<file path="config.mk">
export PLATFORM = sky130hd
export DESIGN_NAME = gray_sync_decoder
export DESIGN_NICKNAME = d
export VERILOG_FILES = /design/src/rtl/gray_sync_decoder.sv
export SDC_FILE = /design/constraint.sdc
export NUM_CORES = 1
export LEC_CHECK = 0
export ABC_AREA = 1
export BUFFER_PORTS_ARGS = -buffer_cell sky130_fd_sc_hd__buf_2
export CAP_MARGIN = 40
export CORE_MARGIN = 10
export CORE_UTILIZATION = 60
export DETAILED_ROUTE_END_ITERATION = 8
export PLACE_DENSITY = 0.83
export SLEW_MARGIN = 20
export SYNTH_ARGS = -nofsm -noshare
export SYNTH_HDL_FRONTEND = slang
export SYNTH_SLANG_ARGS = --single-unit
</file>
<file path="constraint.sdc">
create_clock -name clk -period 5.9 [get_ports clk]
set_input_delay 0 -clock clk [delete_from_list [all_inputs] [get_ports clk]]
set_output_delay 0 -clock clk [all_outputs]
set_load 0.05 [all_outputs]
</file>
<file path="src/rtl/gray_sync_decoder.sv">
// Synchronizes a Gray count from a foreign clock domain, decodes it to binary and classifies each step.
// Optional illegal-step reporting (err, err_count) is built when GRAY_STEP_CHECK_EN is defined.
module gray_sync_decoder #(
  parameter int WIDTH       = 4,
  parameter int SYNC_STAGES = 2
) (
  input  logic             clk,
  input  logic             rst,
  input  logic [WIDTH-1:0] gray_in,
  output logic [WIDTH-1:0] bin_out,
  output logic             bin_valid,
  output logic             inc,
`ifdef GRAY_STEP_CHECK_EN
  output logic             dec,
  output logic             err,
  output logic [7:0]       err_count
`else
  output logic             dec
`endif
);

  typedef enum logic [1:0] {
    ST_FILL  = 2'd0,
    ST_LOAD  = 2'd1,
    ST_TRACK = 2'd2
  } state_t;

  localparam logic [2:0]       FILL_LAST = 3'(SYNC_STAGES - 1);
  localparam logic [WIDTH-1:0] ONE       = WIDTH'(1);

  function automatic logic [WIDTH-1:0] gray2bin(input logic [WIDTH-1:0] g);
    logic [WIDTH-1:0] b;
    b[WIDTH-1] = g[WIDTH-1];
    for (int i = WIDTH - 2; i >= 0; i--) begin
      b[i] = b[i+1] ^ g[i];
    end
    return b;
  endfunction

  function automatic logic [4:0] bit_count(input logic [WIDTH-1:0] v);
    logic [4:0] n;
    n = 5'd0;
    for (int i = 0; i < WIDTH; i++) begin
      n = n + {4'd0, v[i]};
    end
    return n;
  endfunction

  logic [WIDTH-1:0] sync_r [SYNC_STAGES];
  logic [WIDTH-1:0] sync_g_s;
  logic [WIDTH-1:0] dec_bin_s;
  logic [4:0]       dist_s;
  logic [WIDTH-1:0] prev_gray_r;
  logic [WIDTH-1:0] prev_gray_nx_s;
  logic [WIDTH-1:0] bin_nx_s;
  logic [2:0]       fill_cnt_r;
  logic [2:0]       fill_cnt_nx_s;
  state_t           state_r;
  state_t           state_nx_s;
  logic             valid_nx_s;
  logic             inc_nx_s;
  logic             dec_nx_s;
`ifdef GRAY_STEP_CHECK_EN
  logic             err_nx_s;
`endif

  assign sync_g_s  = sync_r[SYNC_STAGES-1];
  assign dec_bin_s = gray2bin(sync_g_s);
  assign dist_s    = bit_count(sync_g_s ^ prev_gray_r);

  // Plain flop chain into the clk domain; nothing sits between stages
  always_ff @(posedge clk or posedge rst) begin
    if (rst) begin
      for (int i = 0; i < SYNC_STAGES; i++) begin
        sync_r[i] <= {WIDTH{1'b0}};
      end
    end else begin
      sync_r[0] <= gray_in;
      for (int i = 1; i < SYNC_STAGES; i++) begin
        sync_r[i] <= sync_r[i-1];
      end
    end
  end

  // FSM state register
  always_ff @(posedge clk or posedge rst) begin
    if (rst) begin
      state_r <= ST_FILL;
    end else begin
      state_r <= state_nx_s;
    end
  end

  // Next state and next output values
  always_comb begin
    state_nx_s     = state_r;
    fill_cnt_nx_s  = fill_cnt_r;
    prev_gray_nx_s = prev_gray_r;
    bin_nx_s       = bin_out;
    valid_nx_s     = 1'b0;
    inc_nx_s       = 1'b0;
    dec_nx_s       = 1'b0;
`ifdef GRAY_STEP_CHECK_EN
    err_nx_s       = 1'b0;
`endif
    case (state_r)
      ST_FILL: begin
        if (fill_cnt_r == FILL_LAST) begin
          fill_cnt_nx_s = 3'd0;
          state_nx_s    = ST_LOAD;
        end else begin
          fill_cnt_nx_s = fill_cnt_r + 3'd1;
        end
      end
      ST_LOAD: begin
        // Priming takes whatever is present with no step classification
        prev_gray_nx_s = sync_g_s;
        bin_nx_s       = dec_bin_s;
        valid_nx_s     = 1'b1;
        state_nx_s     = ST_TRACK;
      end
      ST_TRACK: begin
        if (sync_g_s != prev_gray_r) begin
          prev_gray_nx_s = sync_g_s;
          bin_nx_s       = dec_bin_s;
          valid_nx_s     = 1'b1;
          if (dist_s == 5'd1) begin
            if (dec_bin_s == (bin_out + ONE)) begin
              inc_nx_s = 1'b1;
            end else if (dec_bin_s == (bin_out - ONE)) begin
              dec_nx_s = 1'b1;
            end else begin
              inc_nx_s = 1'b0;
            end
          end else begin
`ifdef GRAY_STEP_CHECK_EN
            err_nx_s = 1'b1;
`else
            valid_nx_s = 1'b1;
`endif
          end
        end else begin
          state_nx_s = ST_TRACK;
        end
      end
      default: begin
        state_nx_s    = ST_FILL;
        fill_cnt_nx_s = 3'd0;
      end
    endcase
  end

  // Registered outputs and tracking state
  always_ff @(posedge clk or posedge rst) begin
    if (rst) begin
      fill_cnt_r  <= 3'd0;
      prev_gray_r <= {WIDTH{1'b0}};
      bin_out     <= {WIDTH{1'b0}};
      bin_valid   <= 1'b0;
      inc         <= 1'b0;
      dec         <= 1'b0;
    end else begin
      fill_cnt_r  <= fill_cnt_nx_s;
      prev_gray_r <= prev_gray_nx_s;
      bin_out     <= bin_nx_s;
      bin_valid   <= valid_nx_s;
      inc         <= inc_nx_s;
      dec         <= dec_nx_s;
    end
  end

`ifdef GRAY_STEP_CHECK_EN
  // Illegal-step pulse and saturating count
  always_ff @(posedge clk or posedge rst) begin
    if (rst) begin
      err       <= 1'b0;
      err_count <= 8'd0;
    end else begin
      err <= err_nx_s;
      if (err_nx_s && (err_count != 8'hFF)) begin
        err_count <= err_count + 8'd1;
      end else begin
        err_count <= err_count;
      end
    end
  end
`endif

endmodule

</file>
---- Word level (Yosys, flattened, before mapping) ----
Cells that the tools add are included.
storage, ports and cells
  memory bits (writable) .................. 0
  output and inout port bits .............. 7
  bits in registers ....................... 24
  latch bits .............................. 0
  memories kept ........................... 0
  bits in read-only memories .............. 0
cells by class
  equal/unequal tests ..................... 10
  reductions and logical operators ........ 5
  multiply operators ...................... 0
  order comparisons ....................... 0
  shift-type cells ........................ 0
  bitwise logic cells ..................... 4
  $add $sub $neg .......................... 6
  multiplexer cells ....................... 20
  div/mod/pow operators ................... 0
operators with widths
  kind                                                  number
  case mux 4 bit (2 select lines)                       2
  2-to-1 mux 1 bit                                      10
  equality test 4 bit                                   2
  2-to-1 mux 4 bit                                      2
  != test 2 bit (second input constant)                 3
  case mux 2 bit (3 select lines)                       1
  case mux 3 bit (2 select lines)                       1
  adder 3 x 1 -> 4 bit                                  1
  adder 4 x 1 -> 4 bit (second input constant)          1
  equality test 4 x 1 -> 1 bit (second input constant)  1
  2-to-1 mux 2 bit                                      2
  != test 4 bit                                         1
  AND reduction 2 bit                                   2
  subtractor 4 x 1 -> 4 bit (second input constant)     1
  XOR 4 bit                                             1
  adder 2 x 1 -> 3 bit                                  1
  adder 3 x 1 -> 3 bit (second input constant)          1
  equality test 3 x 1 -> 1 bit (second input constant)  1
  2-to-1 mux 3 bit                                      1
  XOR 1 bit                                             3
  adder 1 x 1 -> 2 bit                                  1
  equality test 2 x 1 -> 1 bit (second input constant)  1
  equality test 2 bit (second input constant)           1
  zero test 2 bit                                       1
  3 further kinds                                       3

---- Logic depth before layout (Yosys ltp) ----
  depth in word-level cells ............... 9
  depth in mapped cells ................... 12

---- Worst setup path before layout ----
Ideal clock, no wire load.
  kind .................................... reg2reg
  start point ............................. reg sync_r (netlist bit sync_g_s[3])
  end point ............................... reg dec
  cell stages (with the launch flop) ...... 13
  library setup time ...................... 71 ps
  required time ........................... 5,829 ps
  arrival ................................. 1,949 ps
  slack ................................... 3,880 ps
  cells stage by stage .................... dfrtp_1 inv_2 nand2_1 nand2_2 inv_1 fa_1 ha_1 ha_1 nor2_1 nand2_1 nor2_1 nand3_1 nor2_1
between the ends
  cells in the longest elaborated chain, start to end .. 9
ends and longest elaborated chain
  item                             line  RTL
  start, declared                  49    logic [WIDTH-1:0] sync_r [SYNC_STAGES];
  start signal, assigned by index  75    sync_r[i] <= {WIDTH{1'b0}};
  start signal, assigned by index  80    sync_r[i] <= sync_r[i-1];
  XOR 1 bit (3 in series)          35    b[i] = b[i+1] ^ g[i];
  equality test 4 bit              130   end else if (dec_bin_s == (bin_out - ONE)) begin
  2-to-1 mux 1 bit                 130
  2-to-1 mux 1 bit                 128   if (dec_bin_s == (bin_out + ONE)) begin
  2-to-1 mux 1 bit                 127   if (dist_s == 5'd1) begin
  2-to-1 mux 1 bit *               123   if (sync_g_s != prev_gray_r) begin
  2-to-1 mux 1 bit *               106   case (state_r)
  named net dec_nx_s               62    logic dec_nx_s;
  end signal, assigned             168   dec <= dec_nx_s;
  end, declared                    18    output logic dec
The timed path passes the listed nets; every way through them passes the cells marked *.
A chain may end at the register's enable or synchronous reset.

---- Worst setup path in the final report ----
Ends and elaborated chain as after synthesis.

==> impl_metrics.yaml <==
global_routing:
  antenna_found_initial: 0
  grt_pass1_vias: 926
  gr-usage-all-layers_pct: 11.8
  grt_pass1_wl_um: 4080
  grt_max_degree: 16
  grt-ovfl-total: 0
timing:
  rsz0062_at_grt: "false"
  tns_ns: 0
  finalClockSkew_ns: 0.00883
  finalCritPeriodShare_pct: 37.7
  setup_viol: 0
  post-route-min-period_ns: 2.22
  timing.slew.headroom_pct: 70.3
  slew_viol_final: 0
  max_freq_ghz: 0.450
  tightest_slew_ns: 0.444
  finalHoldViolCount: 0
  timing.hold.ws_ns: 0.217
  worst_slack_ns: 3.68
floorplanning:
  io_pins: 13
  start_util_pct: 64.1
  rows: 16
  die_h_um: 66.0
  coreArea_um2: 1980
  die-area_um2: 4360
  die_x_um: 66.0
power_and_ir_drop:
  p_leak_uw: 0.000821
  power_uw: 768
  p_per_area_nw_per_um2: 535
  peakVddDrop_v: 0.000323
yosys:
  synth-xor-area-share_pct: 2.07
  synthMuxAreaShare_pct: 0
  synth_top_family_by_area: "simple AND/OR/NAND/NOR gates"
  yosysSeqAreaShare_pct: 45.3
  synth_cell_types: 23
  avgSynthCellArea_um2: 8.20
  ys_warn_count: 0
  netlist_area_um2: 1270
  synth_nets: 170
  synthAdderAreaFrac_pct: 9.45
  yosys_register_bits: 23
  synth_simple_gate_area_share_pct: 24.5
  synth-compound-area-share_pct: 8.37
  netlist_instances: 155
cts:
  htree_levels: 1
  clkTransAtPathRegs_ns: 0.12
  post_cts_resized: 0
  clockBufferDepth: 2
  cts_tree: "yes"
  clk_latency_ns: 0.30
  cts_made_buffers: 3
  clock-sinks: 23
  cts-root-buf: "clkbuf_4"
finish:
  fin_cells: 202
  num_antenna_cells: 0
  area_growth_pct: 12.9
  drive_above_1_share_pct: 14.9
  layout_commonest_cell: "nand2_1"
  fin_nets: 191
  final_cell_mix: "46 x nand2_1, 28 x inv_1, 23 x dfrtp_1"
setup_path:
  critPathMaxFanout: 5
  r2r_start: "sync_g_s[3]$_DFF_PP0_"
  critical_path_required_ns: 6.14
  r2r.worst_path.cells: 12
  crit_type: "reg -> reg"
  endpoint_kind: "flop"
  crit-reg2reg-capture: "dec$_DFF_PP0_"
  rrSetupSlack_ns: 3.68
  startpoint_type: "flop"
  cp.arrival_ns: 2.46
run_status:
  status: "finished, final reports clean"
job:
  cap_violations: 0
placed_design:
  routabilityCongestion: 0.909
  post-place-ws_ns: 3.69
  numPortBuffers: 12
  dp.final_hpwl_um: 1770
  dp_cells: 193
hold_path:
  min_path_type: "in -> async"
detailed_routing:
  drtPass1Iterations: 4
  ant_nets: 0
  avgRoutedWirePerCell_um: 11.5
  initialDrtViolationCount: 42
  vias_per_cell: 4.91
  drc: 0
  num_vias: 992
  wl_um: 2330
-- power breakdown --
group	internal [uW]	total [uW]	switching, uW
combinational	154	458	304
clock	25.2	69.5	44.3
sequential	206	241	34.9
total	385	768	383
-- layer usage --
metal / wire, um / track usage, %
met5: 0 / 0
met4: 17 / 4.71
met3: 96 / 3.73
met2: 1210 / 19.4
met1: 1010 / 13.8
-- metrics by stage --
stage	instance area [um2]	util [%]
4_1_cts	1440	72.4
3_3_place_gp	1340	67.7
2_1_floorplan	1270	-
5_1_grt	1440	72.4
3_5_place_dp	1360	68.5
6_report	1440	72.4
-- worst max-delay path by stage --
stage | cells after the start | startpoint | end | slack [ns]
final | 12 | sync_g_s[3]$_DFF_PP0_ | dec$_DFF_PP0_ | 3.68
after global routing | 12 | sync_g_s[3]$_DFF_PP0_ | inc$_DFF_PP0_ | 3.46
after CTS | 12 | sync_g_s[3]$_DFF_PP0_ | dec$_DFF_PP0_ | 3.67
after detailed placement | 12 | sync_g_s[3]$_DFF_PP0_ | dec$_DFF_PP0_ | 3.69
after global placement | 12 | sync_g_s[3]$_DFF_PP0_ | dec$_DFF_PP0_ | 3.79
after floorplan | 12 | sync_g_s[3]$_DFF_PP0_ | dec$_DFF_PP0_ | 3.88
-- layout make-up --
| cell class | count | area, um2 |
|---|---|---|
| tap | 27 | 33.8 |
| multi-input combinational | 101 | 564 |
| clock buffer | 3 | 22.5 |
| inverter | 29 | 109 |
| clock inverter | 1 | 5.00 |
| fill | 139 | 547 |
| sequential | 23 | 576 |
| timing repair buffer | 18 | 125 |
-- state kept, by name, indices dropped and copies added (netlist names) --
| signal | flops |
|---|---|
| bin_valid | 1 |
| sync_g_s | 4 |
| sync_r | 4 |
| inc | 1 |
| bin_out | 4 |
| prev_gray_r | 3 |
| fill_cnt_r | 3 |
| state_r | 2 |
| dec | 1 |
-- kinds of logic (layout without fill, tap and decap cells) --
family                   count (synthesis)  after routing
AO/OA/AOI/OAI                           15             15
XOR/XNOR                                 3              3
adder cells (fa/ha/maj)                  9              9
buffers and inverters                   31             51
flip-flops                              23             23
AND/OR/NAND/NOR                         74             74
-- Yosys cell counts, drive strengths merged --
cell	instances	area (um2)
ha	8	100
nand2	48	190
xor2	1	8.76
buf	2	22.5
nand3	13	70.1
a21oi	4	20.0
a211oi	1	7.51
inv	29	109
xnor2	2	17.5
o31ai	1	7.51
dfrtp	23	576
nor2	12	45.0
o21ai	9	71.3
fa	1	20.0
and3	1	6.26
-- critical path, stage by stage, from the launching register on --
cell and delay, ns:
dfrtp_1 0.45, inv_2 0.08, nand2_1 0.08, nand2_2 0.10, inv_1 0.08, fa_1 0.44, ha_1 0.20, ha_1 0.27
nor2_1 0.10, nand2_1 0.05, nor2_1 0.13, nand3_1 0.08, nor2_1 0.09
-- what timing repair did --
| action | in CTS | in global routing |
|---|---|---|
| hold buffers | 5 | 0 |
| setup buffers | 0 | 0 |
| hold endpoints to repair | 27 | 0 |
(Power assumes the default switching activity.)
